--- src/rtl/rv32_e_div_if.sv ---
// rv32_e_div_if: issue/complete bundle between the execute stage and the divider.
// The pipeline side is master, the divider is slave.
interface rv32_e_div_if #(
   parameter int XLEN  = 32,
   parameter int TAG_W = 5
) ();
   logic             start_i;
   logic [1:0]       op_i;
   logic [XLEN-1:0]  src_a_i;
   logic [XLEN-1:0]  src_b_i;
   logic [TAG_W-1:0] tag_i;
   logic             flush_i;
   logic             busy_o;
   logic             valid_o;
   logic [XLEN-1:0]  result_o;
   logic [TAG_W-1:0] tag_o;

   modport master (
      output start_i, op_i, src_a_i, src_b_i, tag_i, flush_i,
      input  busy_o, valid_o, result_o, tag_o
   );

   modport slave (
      input  start_i, op_i, src_a_i, src_b_i, tag_i, flush_i,
      output busy_o, valid_o, result_o, tag_o
   );
endinterface

--- src/rtl/rv32_e_div.sv ---
// rv32_e_div: iterative radix-2 restoring divider for RV32M DIV/DIVU/REM/REMU.
// Define RV32_DIV_EARLY_OUT_EN to skip the dividend's leading zero bits.
module rv32_e_div #(
   parameter int XLEN  = 32,
   parameter int TAG_W = 5
) (
   input logic         clk_i,
   input logic         rst_ni,
   rv32_e_div_if.slave bus
);
   localparam int CW = $clog2(XLEN) + 1;
   localparam logic [XLEN-1:0] MIN = {1'b1, {(XLEN-1){1'b0}}};

   typedef enum logic [1:0] {IDLE, CALC, DONE} state_t;

   state_t           state_q, state_d;
   logic             is_rem_q, is_rem_d;
   logic             sa_q, sa_d;
   logic             sb_q, sb_d;
   logic [TAG_W-1:0] tag_q, tag_d;
   logic [TAG_W-1:0] tout_q, tout_d;
   logic [XLEN-1:0]  acc_q, acc_d;
   logic [XLEN-1:0]  quo_q, quo_d;
   logic [XLEN-1:0]  dvs_q, dvs_d;
   logic [XLEN-1:0]  res_q, res_d;
   logic [CW-1:0]    cnt_q, cnt_d;

   logic            accept, sgn, a_neg, b_neg;
   logic            div_zero, ovf, zero_dvd, fast;
   logic [XLEN-1:0] a_mag, b_mag, dvd_init, fast_res;
   logic [CW-1:0]   iters;
   logic [XLEN:0]   acc_sh;
   logic            ge;
   logic [XLEN-1:0] acc_nx, quo_nx, q_fix, r_fix, fix;

   assign accept   = bus.start_i && !bus.flush_i;
   assign sgn      = !bus.op_i[0];
   assign a_neg    = sgn && bus.src_a_i[XLEN-1];
   assign b_neg    = sgn && bus.src_b_i[XLEN-1];
   assign a_mag    = a_neg ? -bus.src_a_i : bus.src_a_i;
   assign b_mag    = b_neg ? -bus.src_b_i : bus.src_b_i;
   assign div_zero = bus.src_b_i == '0;
   assign ovf      = sgn && bus.src_a_i == MIN
                     && bus.src_b_i == '1;
   assign fast     = div_zero || ovf || zero_dvd;

`ifdef RV32_DIV_EARLY_OUT_EN
   logic [CW-1:0] k;

   always_comb begin
      k = '0;
      for (int i = 0; i < XLEN; i++)
         if (a_mag[i]) k = CW'(i + 1);
   end

   // Align the top set bit with the MSB so only k steps are needed.
   assign dvd_init = a_mag << (CW'(XLEN) - k);
   assign iters    = k;
   assign zero_dvd = k == '0;
`else
   assign dvd_init = a_mag;
   assign iters    = CW'(XLEN);
   assign zero_dvd = 1'b0;
`endif

   always_comb begin
      fast_res = '0;
      unique case (1'b1)
         div_zero: fast_res = bus.op_i[1] ? bus.src_a_i : '1;
         ovf:      fast_res = bus.op_i[1] ? '0 : MIN;
         default:  fast_res = '0;
      endcase
   end

   // Low XLEN bits of the 33-bit difference equal the truncated subtraction.
   assign acc_sh = {acc_q, quo_q[XLEN-1]};
   assign ge     = acc_sh >= {1'b0, dvs_q};
   assign acc_nx = ge ? acc_sh[XLEN-1:0] - dvs_q
                      : acc_sh[XLEN-1:0];
   assign quo_nx = {quo_q[XLEN-2:0], ge};
   assign q_fix  = (sa_q ^ sb_q) ? -quo_nx : quo_nx;
   assign r_fix  = sa_q ? -acc_nx : acc_nx;
   assign fix    = is_rem_q ? r_fix : q_fix;

   always_ff @(posedge clk_i or negedge rst_ni) begin
      if (!rst_ni) state_q <= IDLE;
      else         state_q <= state_d;
   end

   always_comb begin
      state_d = state_q;
      unique case (state_q)
         IDLE:
            if (accept) state_d = fast ? DONE : CALC;
         CALC:
            if (bus.flush_i)            state_d = IDLE;
            else if (cnt_q == CW'(1))   state_d = DONE;
         DONE:    state_d = IDLE;
         default: state_d = IDLE;
      endcase
   end

   always_comb begin
      bus.busy_o   = state_q != IDLE;
      bus.valid_o  = state_q == DONE && !bus.flush_i;
      bus.result_o = res_q;
      bus.tag_o    = tout_q;
   end

   always_comb begin
      is_rem_d = is_rem_q;
      sa_d     = sa_q;
      sb_d     = sb_q;
      tag_d    = tag_q;
      tout_d   = tout_q;
      acc_d    = acc_q;
      quo_d    = quo_q;
      dvs_d    = dvs_q;
      res_d    = res_q;
      cnt_d    = cnt_q;
      unique case (state_q)
         IDLE: if (accept) begin
            is_rem_d = bus.op_i[1];
            sa_d     = a_neg;
            sb_d     = b_neg;
            tag_d    = bus.tag_i;
            dvs_d    = b_mag;
            acc_d    = '0;
            quo_d    = dvd_init;
            cnt_d    = iters;
            if (fast) begin
               res_d  = fast_res;
               tout_d = bus.tag_i;
            end
         end
         CALC: if (!bus.flush_i) begin
            acc_d = acc_nx;
            quo_d = quo_nx;
            cnt_d = cnt_q - CW'(1);
            if (cnt_q == CW'(1)) begin
               res_d  = fix;
               tout_d = tag_q;
            end
         end
         default: ;
      endcase
   end

   always_ff @(posedge clk_i or negedge rst_ni) begin
      if (!rst_ni) begin
         is_rem_q <= 1'b0;
         sa_q     <= 1'b0;
         sb_q     <= 1'b0;
         tag_q    <= '0;
         tout_q   <= '0;
         acc_q    <= '0;
         quo_q    <= '0;
         dvs_q    <= '0;
         res_q    <= '0;
         cnt_q    <= '0;
      end else begin
         is_rem_q <= is_rem_d;
         sa_q     <= sa_d;
         sb_q     <= sb_d;
         tag_q    <= tag_d;
         tout_q   <= tout_d;
         acc_q    <= acc_d;
         quo_q    <= quo_d;
         dvs_q    <= dvs_d;
         res_q    <= res_d;
         cnt_q    <= cnt_d;
      end
   end
endmodule
--- src/flat_wrapper.sv ---
// flat-port wrapper written by rule: the top's interface ports become plain ports
module rv32_e_div_flat 
#(
   parameter int XLEN  = 32,
   parameter int TAG_W = 5
)
  (clk_i, rst_ni, bus_start_i, bus_op_i, bus_src_a_i, bus_src_b_i, bus_tag_i, bus_flush_i, bus_busy_o, bus_valid_o, bus_result_o, bus_tag_o);
  rv32_e_div_if #(.XLEN(XLEN), .TAG_W(TAG_W)) bus_i ();
  input logic clk_i;
  input logic rst_ni;
  input wire logic [$bits(bus_i.start_i)-1:0] bus_start_i;
  input wire logic [$bits(bus_i.op_i)-1:0] bus_op_i;
  input wire logic [$bits(bus_i.src_a_i)-1:0] bus_src_a_i;
  input wire logic [$bits(bus_i.src_b_i)-1:0] bus_src_b_i;
  input wire logic [$bits(bus_i.tag_i)-1:0] bus_tag_i;
  input wire logic [$bits(bus_i.flush_i)-1:0] bus_flush_i;
  output wire logic [$bits(bus_i.busy_o)-1:0] bus_busy_o;
  output wire logic [$bits(bus_i.valid_o)-1:0] bus_valid_o;
  output wire logic [$bits(bus_i.result_o)-1:0] bus_result_o;
  output wire logic [$bits(bus_i.tag_o)-1:0] bus_tag_o;
  assign bus_i.start_i = bus_start_i;
  assign bus_i.op_i = bus_op_i;
  assign bus_i.src_a_i = bus_src_a_i;
  assign bus_i.src_b_i = bus_src_b_i;
  assign bus_i.tag_i = bus_tag_i;
  assign bus_i.flush_i = bus_flush_i;
  assign bus_busy_o = bus_i.busy_o;
  assign bus_valid_o = bus_i.valid_o;
  assign bus_result_o = bus_i.result_o;
  assign bus_tag_o = bus_i.tag_o;
  rv32_e_div #(.XLEN(XLEN), .TAG_W(TAG_W)) u_core (.clk_i(clk_i), .rst_ni(rst_ni), .bus(bus_i));
endmodule
--- config.mk ---
export PLATFORM = sky130hd
export DESIGN_NAME = rv32_e_div_flat
export DESIGN_NICKNAME = d
export VERILOG_FILES = /design/src/rtl/rv32_e_div_if.sv /design/src/rtl/rv32_e_div.sv /design/src/flat_wrapper.sv
export SDC_FILE = /design/constraint.sdc
export NUM_CORES = 1
export LEC_CHECK = 0
export ABC_AREA = 1
export CORE_ASPECT_RATIO = 0.8
export CORE_MARGIN = 2
export CORE_UTILIZATION = 45
export CTS_BUF_LIST = sky130_fd_sc_hd__clkbuf_2
export CTS_CLUSTER_SIZE = 30
export DETAILED_ROUTE_END_ITERATION = 10
export PLACE_DENSITY = 0.73
export SLEW_MARGIN = 40
export SYNTH_ARGS = -nofsm -noshare
export SYNTH_HDL_FRONTEND = slang
export SYNTH_SLANG_ARGS = --single-unit
--- constraint.sdc ---
create_clock -name clk_i -period 4.2 [get_ports clk_i]
set_clock_uncertainty 0.15 [all_clocks]
set_input_delay 0.63 -clock clk_i [delete_from_list [all_inputs] [get_ports clk_i]]
set_output_delay 0.63 -clock clk_i [all_outputs]
set_load 0.05 [all_outputs]
==> results of run 1 <==
[repair_timing]
action,4_1_cts,5_1_grt
endpoints found under the hold margin,93,12
resized for setup,0,65
endpoints found under the setup margin,0,12
setup buffers,0,23
hold buffers,1,1
[cells in the final DEF, fill, tap and decap left out, types with 5 or more instances in the layout]
cell type	Yosys	layout
xnor2_1	18	18
nand3b_1	5	5
ha_4	0	20
ha_1	39	14
o22ai_1	9	9
dfrtp_1	149	149
a31oi_1	18	18
inv_1	229	223
nand2_4	6	7
or2_2	9	9
o221ai_1	13	13
o211ai_1	16	16
nor3_1	37	35
nand2_2	21	32
nand3_2	10	13
nor4_1	13	13
o21ai_0	185	185
o21ai_1	11	10
nor2_4	8	11
nand3_1	148	144
nand2_1	620	608
o21ai_2	4	5
nand3_4	4	5
nand4_1	17	17
ha_2	0	5
a21oi_1	107	102
inv_2	12	18
nor2_2	16	15
clkbuf_2	0	18
buf_4	6	60
clkdlybuf4s50_1	0	112
xor2_1	48	48
nor2_1	178	176
[per-stage QoR]
stage                     util (%)  cell area [um^2]  setup slack, ns
after floorplan                  -             13000            0.482
after global placement        51.6             14600           0.0782
after detailed placement      51.6             14600          0.00836
after CTS                     52.6             14900          0.00985
after global routing          54.7             15500          -0.0713
final                         54.7             15500            0.204
[area by class of cell]
class | count | share of cell area [%]
Tap cell | 370 | 2.99
Clock buffer | 18 | 0.581
Antenna cell | 1 | 0.0161
Multi-Input combinational cell | 1583 | 54.1
Clock inverter | 14 | 1.13
Sequential cell | 149 | 24.0
Inverter | 244 | 5.91
Timing Repair Buffer | 183 | 11.3
[logic make-up (layout without fill, tap and decap cells)]
kind of cell / Yosys count / after routing / share of synthesized area [%]
xor gates and xnor gates: 66 / 66 / 4.44
other: 0 / 1 / 0
and+or+nand+nor: 1101 / 1101 / 37.3
buffers and inverters: 321 / 459 / 9.87
adders and majority gates: 40 / 40 / 3.91
DFF: 149 / 149 / 28.7
AOI/OAI and AO/OA: 376 / 376 / 15.8
[worst max-delay path, stage by stage (launching register included)]
cell     delay [ns]
dfrtp_1        0.48
inv_1          0.07
ha_1           0.36
nand2_1        0.13
nor2_2         0.05
nand3_1        0.08
nand3_2        0.10
nand2_2        0.08
nand2_4        0.06
nand3_4        0.07
nand2_4        0.05
inv_2          0.08
ha_4           0.14
nand3_2        0.10
nor3_2         0.21
nand2_1        0.14
nor3_2         0.25
nand3_2        0.14
nor2_4         0.18
nand3_4        0.12
o21ai_2        0.19
o21a_1         0.21
o21ai_0        0.09
a21oi_1        0.16
nor2_1         0.05
nand2_1        0.10
nand2_1        0.05
nand2_1        0.05
[worst paths after layout]
check	from	end	slack, ns	depth (start not counted)
setup reg to reg	u_core.dvs_q[5]$_DFFE_PN0P_	u_core.bus.result_o[26]$_DFFE_PN0P_	0.20	27
min in group asynchronous	rst_ni	u_core.dvs_q[7]$_DFFE_PN0P_	0.57	3
max in group asynchronous	rst_ni	u_core.dvs_q[26]$_DFFE_PN0P_	2.28	5
hold reg to reg	u_core.bus.result_o[4]$_DFFE_PN0P_	u_core.bus.result_o[4]$_DFFE_PN0P_	0.36	2
hold / removal	bus_tag_i[3]	u_core.tag_q[3]$_DFFE_PN0P_	0.17	3
setup / recovery	u_core.dvs_q[5]$_DFFE_PN0P_	u_core.bus.result_o[26]$_DFFE_PN0P_	0.20	27
[cell usage after synthesis, types with 8 or more instances]
library cell | n | area [um^2]
nand2_2 | 21 | 131
dfrtp_1 | 149 | 3730
nor2_4 | 8 | 90.1
nor2_1 | 178 | 668
nor4_1 | 13 | 81.3
o22ai_1 | 9 | 56.3
a31oi_1 | 18 | 113
or2_2 | 9 | 56.3
inv_1 | 229 | 860
o221ai_1 | 13 | 114
xor2_1 | 48 | 420
nand3_1 | 148 | 741
o21ai_0 | 185 | 926
xnor2_1 | 18 | 158
nand3_2 | 10 | 100
clkbuf_1 | 57 | 214
nor2_2 | 16 | 100
o211ai_1 | 16 | 120
nand2_1 | 620 | 2330
nand4_1 | 17 | 106
inv_2 | 12 | 45.0
ha_1 | 39 | 488
nor3_1 | 37 | 185
o21ai_1 | 11 | 55.1
a21oi_1 | 107 | 536
[flip-flops by register name (all words and copies together) (netlist names)]
name	cells
u_core.sb_q	1
u_core.dvs_q	32
u_core.is_rem_q	1
u_core.bus.tag_o	5
u_core.cnt_q	6
u_core.bus.result_o	32
u_core.state_q	2
u_core.quo_q	32
u_core.sa_q	1
u_core.acc_q	32
u_core.tag_q	5
[per-layer routing]
layer  GRT usage (%)  up-vias
met5               0        -
met4            8.30        0
met3            5.66       70
met2            44.4      596
met1            43.9     6613
li1                -     6929
==> impl_metrics.env, run 1 <==
export IMPL_status="completed"
export IMPL_grt_pass1_wl_um=71000
export IMPL_viasPerCell=5.55
export IMPL_clk_latency_ns=0.86
export IMPL_multi_input_area_um2=8380
export IMPL_overflow=0
export IMPL_final_max_slew_viol_count=0
export IMPL_clk_pin_slew_ns=0.30
export IMPL_rows=55
export IMPL_clock_path_buffers=2
export IMPL_cts_root_buf="clkbuf_2"
export IMPL_wl_um=45700
export IMPL_gp_congestion=0.959
export IMPL_grt_pass1_vias=12983
export IMPL_synth_main_ff_cell="dfrtp_1"
export IMPL_nets=2293
export IMPL_cts_sinks=149
export IMPL_numCtsBuffers=17
export IMPL_die_y_um=156
export IMPL_drt_iter0_markers=1411
export IMPL_crit_fanout=4
export IMPL_synth_cells=2053
export IMPL_fp_coreArea_um2=28400
export IMPL_regArea_um2=3730
export IMPL_dp_hpwl_um=34200
export IMPL_port_buffers=113
export IMPL_wire_per_inst_um=17.8
export IMPL_antenna_found_initial=1
export IMPL_topRoutingLayerUsed="met4"
export IMPL_synth_yosys_seq_area_share_pct=28.7
export IMPL_required_ns=4.85
export IMPL_finalSetupViolations=0
export IMPL_maxCapViolCount=0
export IMPL_layout_drive_gt1_share_pct=11.5
export IMPL_yosysWarnings=0
export IMPL_synth_avg_cell_area_um2=6.34
export IMPL_die_width_um=194
export IMPL_met1_length_um=21600
export IMPL_ant_nets=0
export IMPL_wl_met2_um=19500
export IMPL_initial_utilization_pct=45.9
export IMPL_synth_edff_count=0
export IMPL_stdcell_count=2562
export IMPL_syn2layout_area_growth_pct=19.2
export IMPL_wl_met3_um=3510
export IMPL_vias=14208
export IMPL_start_kind="register"
export IMPL_synth_seq_cells=149
export IMPL_fin_crit_ns=4.00
export IMPL_first_pass_iters=5
export IMPL_finalHoldViolCount=0
export IMPL_fillCellCount=2819
export IMPL_drc_errors=0
export IMPL_cts_max_level=4
export IMPL_period_share_pct=95.1
export IMPL_cts_tree="done"
export IMPL_dp_cells=2503
export IMPL_arrival_ns=4.64
export IMPL_tightest_slew_ns=0.779
export IMPL_max_freq_mhz=250
export IMPL_tns_ns=0
export IMPL_grt_max_degree=95
export IMPL_async_reset_ff_share_pct=100
export IMPL_holdWs_ns=0.169
export IMPL_syn_nets=2168
export IMPL_die_area_um2=30300
export IMPL_groute_usage_overall_pct=29.8
export IMPL_worst_setup_path_end_kind="register"
export IMPL_ys_types=48
export IMPL_max_slew_margin_rel_pct=47.7
export IMPL_syn_area_um2=13000
export IMPL_crit_type="reg2reg"
export IMPL_hp_class="in2reg"
export IMPL_pin_count=114
Power of run 1 is not shown: default switching activity piles up to over one toggle a cycle in this logic, so the estimate is an artifact.
==> inputs of run 2 (changes only) <==
CORE_UTILIZATION = 50   (was 45)
PLACE_DENSITY = 0.79   (was 0.73)
==> run 2 against run 1 <==
Final area down 3.0%; routed wire length down 4.4%; hold slack better by 0.0037 ns; count of clock-buffer cells in the layout up 3; sequential cell count unchanged; first-iteration DRC count up 11%; worst setup slack worse by 0.049 ns; final cell count down 1.4%; core utilization up 4.4 points; register-to-register slack worse by 0.05 ns; non-clock buffer count down 18; critical path depth down 1.
==> impl_metrics.env, run 2 (same netlist as run 1, synthesis figures left out) <==
export IMPL_critPathSlowestCell="dfrtp_1"
export IMPL_final_cell_mix="611 x nand2_1, 226 x inv_1, 185 x o21ai_0"
export IMPL_topRoutingLayerUsed="met4"
export IMPL_syn2layout_area_growth_pct=15.6
export IMPL_numCtsBuffers=17
export IMPL_clk_pin_slew_ns=0.24
export IMPL_grt_pass1_vias=12906
export IMPL_maxCapViolCount=0
export IMPL_arrival_ns=4.67
export IMPL_crit_type="reg2reg"
export IMPL_fillCellCount=2480
export IMPL_layout_drive_gt1_share_pct=9.89
export IMPL_grt_pass1_wl_um=68600
export IMPL_multi_input_area_um2=8180
export IMPL_gp_congestion=1.00
export IMPL_regArea_um2=3730
export IMPL_fin_crit_ns=4.05
export IMPL_worst_path_most_repeated_cell="nand2_1"
export IMPL_die_width_um=184
export IMPL_cts_root_buf="clkbuf_2"
export IMPL_drt_iter0_markers=1565
export IMPL_overflow=0
export IMPL_cts_tree="done"
export IMPL_vias=14271
export IMPL_period_share_pct=96.3
export IMPL_cts_sinks=149
export IMPL_wire_per_inst_um=17.3
export IMPL_start_kind="register"
export IMPL_drc_errors=0
export IMPL_crit_fanout=5
export IMPL_antenna_found_initial=1
export IMPL_max_freq_mhz=247
export IMPL_clock_path_buffers=2
export IMPL_max_slew_margin_rel_pct=50.1
export IMPL_hp_class="in2async"
export IMPL_tightest_slew_ns=0.748
export IMPL_viasPerCell=5.65
export IMPL_cts_max_level=4
export IMPL_dp_hpwl_um=33500
export IMPL_clk_latency_ns=0.82
export IMPL_die_area_um2=27300
export IMPL_rsz0062_at_grt="true"
export IMPL_finalHoldViolCount=0
export IMPL_initial_utilization_pct=51.1
export IMPL_wl_met3_um=4090
export IMPL_grt_max_degree=95
export IMPL_nets=2275
export IMPL_pin_count=114
export IMPL_groute_usage_overall_pct=32.2
export IMPL_worst_setup_path_end_kind="register"
export IMPL_met1_length_um=20000
export IMPL_wl_um=43700
export IMPL_fp_coreArea_um2=25400
export IMPL_first_pass_iters=6
export IMPL_cpPeakStageDelay_ns=0.41
export IMPL_die_y_um=148
export IMPL_port_buffers=113
export IMPL_final_max_slew_viol_count=0
export IMPL_finalSetupViolations=0
export IMPL_layout_commonest_cell="nand2_1"
export IMPL_rows=52
export IMPL_required_ns=4.83
export IMPL_wl_met2_um=18700
export IMPL_ant_nets=0
export IMPL_tns_ns=0
export IMPL_status="completed"
[run 2: routing by layer]
layer / up-vias / GRT usage, %
li1: 6889 / -
met1: 6655 / 47.3
met2: 654 / 48.5
met3: 73 / 5.83
met4: 0 / 8.76
met5: - / 0
[run 2: layout make-up]
cell class / count / share of cell area (%)
clock inverter: 11 / 0.691
multi-input combinational: 1583 / 54.4
sequential: 149 / 24.8
tap: 351 / 2.92
inverter: 244 / 6.09
antenna: 1 / 0.0166
clock buffer: 21 / 0.699
timing repair buffer: 165 / 10.4
[run 2: timing repair]
| item | 4_1_cts | 5_1_grt |
|---|---|---|
| endpoints found under the setup margin | 1 | 11 |
| buffers inserted | 0 | 9 |
| gates resized for setup | 1 | 41 |
| pin swaps | 0 | 10 |
| hold endpoints to repair | 58 | 0 |
| hold buffers | 1 | 0 |
| cloned | 0 | 0 |
[run 2: worst max-delay path: cells and delay by family, from the launching register on]
family / cells / cell delay (ns)
compound gates: 6 / 0.99
fa+ha+maj: 2 / 0.50
buf+inv: 2 / 0.13
flops: 1 / 0.41
simple gates: 16 / 1.84
[run 2: worst paths after layout]
kind,slack [ns],depth (start not counted),startpoint,endpoint
setup / recovery,0.15,26,u_core.dvs_q[26]$_DFFE_PN0P_,u_core.bus.result_o[26]$_DFFE_PN0P_
hold / removal,0.17,2,rst_ni,u_core.dvs_q[6]$_DFFE_PN0P_
setup reg to reg,0.15,26,u_core.dvs_q[26]$_DFFE_PN0P_,u_core.bus.result_o[26]$_DFFE_PN0P_
hold reg to reg,0.35,2,u_core.bus.result_o[8]$_DFFE_PN0P_,u_core.bus.result_o[8]$_DFFE_PN0P_
max in group asynchronous,2.77,3,rst_ni,u_core.acc_q[3]$_DFFE_PN0P_
min in group clk_i,0.19,3,bus_tag_i[2],u_core.tag_q[2]$_DFFE_PN0P_
[run 2: metrics by stage]
stage | setup slack (ns) | std cells | utilization, % | hold slack [ns] | area, um^2
detailed placement | -0.00554 | 2482 | 57.3 | 0.314 | 14600
finish | 0.154 | 2525 | 59.1 | 0.173 | 15000
global route | -0.0875 | 2525 | 59.1 | 0.141 | 15000
floorplan | 0.482 | 2053 | - | 0.184 | 13000
global placement | 0.0943 | 2482 | 57.3 | 0.313 | 14600
CTS | 0.0416 | 2515 | 58.1 | 0.170 | 14800
Power of run 2 is left out for the same reason.
